--- src/rtl/irq_state_save_ctrl.sv ---
// Interrupt context controller: snapshots the main FSM state into the save register,
// forces a service state, then forces the saved state back on completion or watchdog expiry.
module irq_state_save_ctrl #(
  parameter int unsigned         STATE_W       = 5,
  parameter logic [STATE_W-1:0]  SERVICE_STATE = 5'b1_1111,
  parameter int unsigned         CNT_W         = 8,
  parameter int unsigned         TIMEOUT       = 200
) (
  input  logic               CLK,
  input  logic               RST,
  input  logic               Int_Req,
  input  logic [STATE_W-1:0] Cur_State,
  input  logic               Service_Done,
  input  logic [STATE_W-1:0] Saved_State,
  output logic               Save_Enable,
  output logic [STATE_W-1:0] Prev_Check_State,
  output logic               Force_Load,
  output logic [STATE_W-1:0] Force_State,
  output logic               Int_Ack,
  output logic               Busy,
  output logic               Timeout_Err
);

  typedef enum logic [1:0] {
    S_IDLE    = 2'd0,
    S_SAVE    = 2'd1,
    S_SERVICE = 2'd2,
    S_RESTORE = 2'd3
  } state_e;

  localparam logic [CNT_W-1:0] CNT_LAST = CNT_W'(TIMEOUT - 1);

  state_e             state_q, state_d;
  logic               int_req_q, int_req_d;
  logic               pending_q, pending_d;
  logic [CNT_W-1:0]   cnt_q, cnt_d;
  logic               save_en_q, save_en_d;
  logic [STATE_W-1:0] pcs_q, pcs_d;
  logic               force_load_q, force_load_d;
  logic [STATE_W-1:0] force_state_q, force_state_d;
  logic               int_ack_q, int_ack_d;
  logic               busy_q, busy_d;
  logic               tout_q, tout_d;
  logic               rise;

  always_ff @(posedge CLK or negedge RST) begin
    if (!RST) begin
      state_q       <= S_IDLE;
      int_req_q     <= 1'b0;
      pending_q     <= 1'b0;
      cnt_q         <= '0;
      save_en_q     <= 1'b0;
      pcs_q         <= '0;
      force_load_q  <= 1'b0;
      force_state_q <= '0;
      int_ack_q     <= 1'b0;
      busy_q        <= 1'b0;
      tout_q        <= 1'b0;
    end else begin
      state_q       <= state_d;
      int_req_q     <= int_req_d;
      pending_q     <= pending_d;
      cnt_q         <= cnt_d;
      save_en_q     <= save_en_d;
      pcs_q         <= pcs_d;
      force_load_q  <= force_load_d;
      force_state_q <= force_state_d;
      int_ack_q     <= int_ack_d;
      busy_q        <= busy_d;
      tout_q        <= tout_d;
    end
  end

  always_comb begin
    state_d       = state_q;
    int_req_d     = Int_Req;
    pending_d     = pending_q;
    cnt_d         = cnt_q;
    save_en_d     = save_en_q;
    pcs_d         = pcs_q;
    force_load_d  = force_load_q;
    force_state_d = force_state_q;
    int_ack_d     = int_ack_q;
    tout_d        = tout_q;
    rise          = Int_Req & ~int_req_q;

    // Requests arriving while a service is in flight collapse into one pending flag.
    if (rise && (state_q != S_IDLE)) begin
      pending_d = 1'b1;
    end

    case (state_q)
      S_IDLE: begin
        if (rise || pending_q) begin
          pcs_d     = Cur_State;
          save_en_d = 1'b1;
          pending_d = 1'b0;
          state_d   = S_SAVE;
        end
      end
      S_SAVE: begin
        save_en_d     = 1'b0;
        force_load_d  = 1'b1;
        force_state_d = SERVICE_STATE;
        int_ack_d     = 1'b1;
        cnt_d         = '0;
        state_d       = S_SERVICE;
      end
      S_SERVICE: begin
        force_load_d = 1'b0;
        int_ack_d    = 1'b0;
        cnt_d        = cnt_q + CNT_W'(1);
        // Completion takes priority over a watchdog expiry on the same edge.
        if (Service_Done) begin
          force_load_d  = 1'b1;
          force_state_d = Saved_State;
          state_d       = S_RESTORE;
        end else if (cnt_q == CNT_LAST) begin
          tout_d        = 1'b1;
          force_load_d  = 1'b1;
          force_state_d = Saved_State;
          state_d       = S_RESTORE;
        end
      end
      S_RESTORE: begin
        force_load_d = 1'b0;
        state_d      = S_IDLE;
      end
      default: begin
        state_d = S_IDLE;
      end
    endcase

    busy_d = (state_d != S_IDLE);
  end

  assign Save_Enable      = save_en_q;
  assign Prev_Check_State = pcs_q;
  assign Force_Load       = force_load_q;
  assign Force_State      = force_state_q;
  assign Int_Ack          = int_ack_q;
  assign Busy             = busy_q;
  assign Timeout_Err      = tout_q;

endmodule

--- config.mk ---
export PLATFORM = sky130hd
export DESIGN_NAME = irq_state_save_ctrl
export DESIGN_NICKNAME = d
export VERILOG_FILES = /design/src/rtl/irq_state_save_ctrl.sv
export SDC_FILE = /design/constraint.sdc
export NUM_CORES = 1
export LEC_CHECK = 0
export ABC_CLOCK_PERIOD_IN_PS = 2450
export CORE_MARGIN = 5
export CORE_UTILIZATION = 49
export CTS_CLUSTER_SIZE = 14
export DETAILED_ROUTE_END_ITERATION = 10
export PLACE_DENSITY = 0.84
export SETUP_SLACK_MARGIN = 0.02
export SLEW_MARGIN = 20
export SYNTH_ARGS = -nofsm -noshare
export SYNTH_HDL_FRONTEND = slang
export SYNTH_SLANG_ARGS = --single-unit
--- constraint.sdc ---
create_clock -name CLK -period 2.45 [get_ports CLK]
set_input_delay 0.49 -clock CLK [delete_from_list [all_inputs] [get_ports CLK]]
set_output_delay 0.49 -clock CLK [all_outputs]
set_load 0.01 [all_outputs]
# [After elaboration in Yosys (flattened, before gate mapping)]
# Cells that the tools add are included.
[classes] add_sub_neg=1 eq_ne=6 mux=17 bitwise=3 n_reduce_logical=12
[ops] cell="8-bit one-hot mux with 2 select lines" count=1
[ops] cell="5-bit 2-to-1 mux" count=2
[ops] cell="5-bit one-hot mux with 2 select lines" count=1
[ops] cell="8-bit by 1-bit adder with 8-bit output (second input constant)" count=1
[ops] cell="8-bit equality test (second input constant)" count=1
[ops] cell="2-bit one-hot mux with 4 select lines" count=1
[ops] cell="2-bit nonzero test" count=4
[ops] cell="1-bit 2-to-1 mux" count=6
[ops] cell="2-bit 2-to-1 mux" count=3
[ops] cell="2-bit AND reduction" count=3
[ops] cell="2-bit equality test (second input constant)" count=2
[ops] cell="1-bit one-hot mux with 2 select lines" count=2
[ops] cell="3-bit inequality test (second input constant)" count=1
[ops] cell="1-bit one-hot mux with 3 select lines" count=1
[ops] cell="3-bit AND reduction" count=1
[ops] cell="3-bit nonzero test" count=1
[ops] cell="2-bit by 1-bit equality test with 1-bit output (second input constant)" count=1
[ops] cell="2-bit logical NOT" count=1
[ops] cell="2-bit inequality test (second input constant)" count=1
[ops] cell="1-bit NOT" count=2
[ops] cell="1-bit AND" count=1
[ops] cell="1-bit logical AND" count=1
[ops] cell="1-bit logical OR" count=1
[totals] regBits=27 elab_cells=50

# [Longest topological paths before layout]
[logic_depth] word_depth=6 mapped_depth=6 mapped_depth_nobuf=5

# [Worst setup path after synthesis]
# OpenSTA, ideal clock, no wires.
[synth_timing] path_kind="register to register" from="register state_q[0]" to="register cnt_q[7]" setup_time_ns=0.077 arrival_ns=1.612 slack_ns=0.760 stages_incl_launch_ff=7 n_path_buf=1 period_less_slack_ns=1.690 path_cell_list="dfrtp_1 inv_1 ha_1 buf_2 nand3_1 or4_1 a21oi_1"
[synth_via] elab_chain_len=2 elab_cells_between_ends=4 classes_between="2 x eq/ne; 1 x mux; 1 x reduce/logical"
[synth_rtl] item="start: declaration" line="33" rtl="state_e state_q, state_d;"
[synth_rtl] item="start signal: assignment" line="60" rtl="state_q <= state_d;"
[synth_rtl] item="2-bit equality test / 2-bit by 1-bit equality test with 1-bit output (equally long branches)" line="92" rtl="case (state_q)"
[synth_rtl] item="8-bit one-hot mux with 2 select lines / 2-bit nonzero test (equally long branches)"
[synth_rtl] item="end signal: assignment" line="63" rtl="cnt_q <= cnt_d;"
[synth_rtl] item="end: declaration" line="36" rtl="logic [CNT_W-1:0] cnt_q, cnt_d;"
# Several ways; a longest one is shown, not always the timed one.
# A chain may end at the register's enable or synchronous reset.

# [Worst setup path in the final report]
[layout_timing] from="register state_q[0]" to="register cnt_q[6]"
# The elaborated chain is that of the path after synthesis.

==> impl.org <==
** Run status
- Run status :: completed

** Synthesis
- Netlist area before placement :: 1294 µm²
- Async S/R FF share, synth :: between 90% and 100%
- During synthesis, Yosys emitted a total of 0 warnings.
- Number of enable flip-flop cells after synthesis :: 0
- Portion of the post-synthesis area used by sequential elements :: around 52%
- Register bit total from synthesis :: 27
- The average instance in the mapped netlist occupies around 11 µm².
- Counting distinct cell types in the post-synthesis netlist gives 31.
- Instance count of the mapped netlist :: roughly 120
- Predominant post-synthesis flop cell :: sky130_fd_sc_hd__dfrtp_1
- Synthesis produced a netlist with a net count of between 100 and 150.

** Setup path
- The largest individual stage delay along the critical path comes from the cell sky130_fd_sc_hd__ha_1.
- Along the worst path, the maximum fanout reaches 11.
- Data required time at the worst endpoint :: 2.66 ns
- By startpoint and endpoint, the worst setup path is classified as flop to flop.
- Data on the critical path arrives at its endpoint at 2.16 ns.
- Peak per-stage delay on the critical path :: around 0.46 ns
- Walking the worst path, the cells encountered are inv_1 -> ha_1 -> inv_1 -> or3_1 -> o311ai_0.
- Setup slack, reg-to-reg :: 0.50 ns
- Startpoint class of the critical path :: flop
- Endpoint class of the critical path :: flop
- Among the stages of the critical path, the cell type that occurs most often is sky130_fd_sc_hd__inv_1.

** Placed design
- Once detailed placement completed, the half-perimeter wirelength came to 1921 µm.
- Port Buffers :: 28
- At the placement stage, the worst setup path has a slack of between 0.4 and 0.5 ns.
- Routability congestion estimate from global placement :: just over 0.8

** Floorplan
- Area of the die :: approximately 3800 µm²
- Die X :: slightly above 60 µm
- Initial Utilization :: 51.75%
- Io pins :: 29
- Std-Cell Rows :: 18
- In this run the vertical extent of the chip is 61.39 µm.
- After floorplanning, the core was sized to cover roughly 2500 µm².

** STA
- Worst setup margin :: around 0.50 ns
- Max-slew headroom :: between 60% and 70%
- Setup violations remaining at the end of the flow were counted as 0.
- Dividing the final minimum period by the clock period gives ~79%.
- Setup total negative slack on the finished layout was measured at 0 ns.
- For the pin with the worst max-slew slack, the measured transition is between 0.4 and 0.5 ns.
- Fin. Hold Viols :: 0
- The count of final max-slew check failures was 0.
- Highest attainable clock frequency :: 0.5140 GHz
- Setup repair after global routing left no endpoint under its margin.
- Fin Clk Skew :: 0.002966 ns
- Minimum period implied by the final worst setup slack :: 1.945 ns

** Finish
- After the last flow step, the layout net total stands at 170.
- Compared with the post-synthesis result, the final layout area differs by 26.21%.
- Final core utilization :: approximately two thirds
- Share of post-route cells with drive strength above 1 :: between 10% and 20%
- Summing all multi-input logic gate instances after layout gives ~550 µm².
- Antenna Cells :: 0
- Combined flip-flop and latch cell area :: just under 700 µm²
- Number of inserted filler cells in the final layout :: about 200

** Clock network
- The number of clock buffers added by TritonCTS is 3.
- Sink Count :: 27
- Later-pin clock latency in the skew report :: around 0.32 ns
- In this run, post-CTS repair resized a total of 0 instances.
- In this run, post-CTS hold repair placed 0 buffers.
- In this run the number of H-tree levels came out at 1.
- TritonCTS built the clock tree.
- Clock tree synthesis selected as its root buffer the cell sky130_fd_sc_hd__clkbuf_4.
- After clock tree synthesis, the setup repair step added 0 buffers.
- Clock transition time at the flip-flop clock pins of the worst setup and hold paths :: 0.14 ns
- In this run the deepest clock path goes through 2 buffers.

** Drt
- For this run, the detailed router's first-pass iteration total came to 4.
- DR WL/cell :: around 14 µm
- Remaining antenna violation count :: 0
- Via-per-instance ratio :: approximately 5.3
- Total number of vias :: ~950
- After detailed routing, the total wire length is 2493 µm.
- DR DRC count :: 0
- For this block, the initial DRC count from the detailed router was 23.

** Global route
- The first global-routing pass estimated 4291 µm of wire.
- The number of antenna violations at the first check in global routing came to 0.
- Entering global routing, the biggest net connects 28 pins.
- Gr ovfl total :: 0
- The number of global-route vias before repair is just under 1000.
- Global routing consumed, over all layers together, between 10% and 20% of the routing resources.

** Power and ir drop
- Leakage power total :: around 0.75 nW
- Power spread over the standard cell area amounts to about 1100 nW/µm².
- VDD IR max :: between 0.6 and 0.7 mV

** Job
- Across the run, the number of max-cap violations was 0.

** Min path
- Hold Path Class :: flop to flop
==> registers in the layout (all words and copies together) (netlist names) <==
| register | count |
|---|---|
| Timeout_Err | 1 |
| cnt_q | 8 |
| Int_Ack | 1 |
| Busy | 1 |
| Force_Load | 1 |
| Save_Enable | 1 |
| int_req_q | 1 |
| Force_State | 5 |
| Prev_Check_State | 5 |
| state_q | 2 |
| pending_q | 1 |
==> kinds of logic (layout without fill, tap and decap cells) <==
| family | after synthesis | in the layout | synth area share [%] |
|---|---|---|---|
| and+or+nand+nor | 35 | 35 | 14.80 |
| DFF | 27 | 27 | 52.22 |
| AOI/OAI and AO/OA | 21 | 21 | 11.61 |
| buffers and inverters | 16 | 47 | 5.029 |
| muxes | 13 | 13 | 10.54 |
| adders and majority gates | 6 | 6 | 5.803 |
==> cells in the final DEF, fill, tap and decap left out, types with 2 or more instances in the layout <==
cell,n
sky130_fd_sc_hd__mux2i_1,8
sky130_fd_sc_hd__nand3_1,6
sky130_fd_sc_hd__a21oi_1,3
sky130_fd_sc_hd__dfrtp_1,27
sky130_fd_sc_hd__mux2_2,5
sky130_fd_sc_hd__o2bb2ai_1,3
sky130_fd_sc_hd__inv_1,14
sky130_fd_sc_hd__nor2_1,11
sky130_fd_sc_hd__o31ai_1,3
sky130_fd_sc_hd__ha_1,6
sky130_fd_sc_hd__o21ai_0,4
sky130_fd_sc_hd__nand2_1,4
sky130_fd_sc_hd__clkbuf_4,3
sky130_fd_sc_hd__nor2b_1,5
sky130_fd_sc_hd__clkdlybuf4s50_1,28
sky130_fd_sc_hd__or3_1,2
==> routing by layer <==
| layer | GRT usage (%) | vias to the layer above | part of all wire, % |
|---|---|---|---|
| met4 | 5.758 | 0 | 1.2 |
| met3 | 3.774 | 5 | 6.6 |
| met2 | 26.89 | 21 | 50 |
| li1 | - | 472 | - |
| met5 | 0 | - | 0 |
| met1 | 18.83 | 451 | 42 |
==> cell usage after synthesis, types with 2 or more instances <==
master | instances | share of area, %
sky130_fd_sc_hd__dfrtp_1 | 27 | 52
sky130_fd_sc_hd__inv_1 | 14 | 4.1
sky130_fd_sc_hd__nor2_1 | 11 | 3.2
sky130_fd_sc_hd__mux2i_1 | 8 | 6.2
sky130_fd_sc_hd__ha_1 | 6 | 5.8
sky130_fd_sc_hd__nand3_1 | 6 | 2.3
sky130_fd_sc_hd__mux2_2 | 5 | 4.4
sky130_fd_sc_hd__nor2b_1 | 5 | 2.4
sky130_fd_sc_hd__nand2_1 | 4 | 1.2
sky130_fd_sc_hd__o21ai_0 | 4 | 1.5
sky130_fd_sc_hd__a21oi_1 | 3 | 1.2
sky130_fd_sc_hd__o2bb2ai_1 | 3 | 2.0
sky130_fd_sc_hd__o31ai_1 | 3 | 1.7
sky130_fd_sc_hd__or3_1 | 2 | 0.97
==> cell type report <==
cell class                      instances  share of cell area (%)
Tap cell                               30                   2.299
Multi-Input combinational cell         75                   33.87
Inverter                               14                   3.218
Sequential cell                        27                   41.38
Timing Repair Buffer                   29                   17.62
Clock buffer                            4                   1.609
==> critical path, delay by kind of cell, from the launching register on <==
kind / cells / cell delay, ns
and+or+nand+nor: 1 / 0.34
DFF: 1 / 0.45
AOI/OAI and AO/OA: 1 / 0.29
adders and majority gates: 1 / 0.46
buffers and inverters: 2 / 0.29
==> through the flow <==
step | hold WS, ns | total power, mW | std cells | cell area (µm²)
after floorplan | 0.1944 | 1.234 | 118 | 1294
after global placement | 0.4534 | 1.556 | 175 | 1607
after detailed placement | 0.4558 | 1.595 | 175 | 1607
after CTS | 0.4880 | 1.783 | 179 | 1633
after global routing | 0.5223 | 1.906 | 179 | 1633
final | 0.4821 | 1.756 | 179 | 1633
==> power by group <==
group	internal, mW	switching [mW]
logic	0.448	0.424
clock network	0.0637	0.123
registers	0.602	0.0950
==> path summary, 6_finish.rpt <==
check / start / endpoint / depth (start not counted)
setup / recovery: state_q[0] / cnt_q[6] / 5
hold / removal: Timeout_Err / Timeout_Err / 2
setup reg to reg: state_q[0] / cnt_q[6] / 5
hold reg to reg: Timeout_Err / Timeout_Err / 2
max in group asynchronous: RST / Force_State[4] / 2
min in group asynchronous: RST / Prev_Check_State[3] / 2
Power figures use the tool's default switching activity.
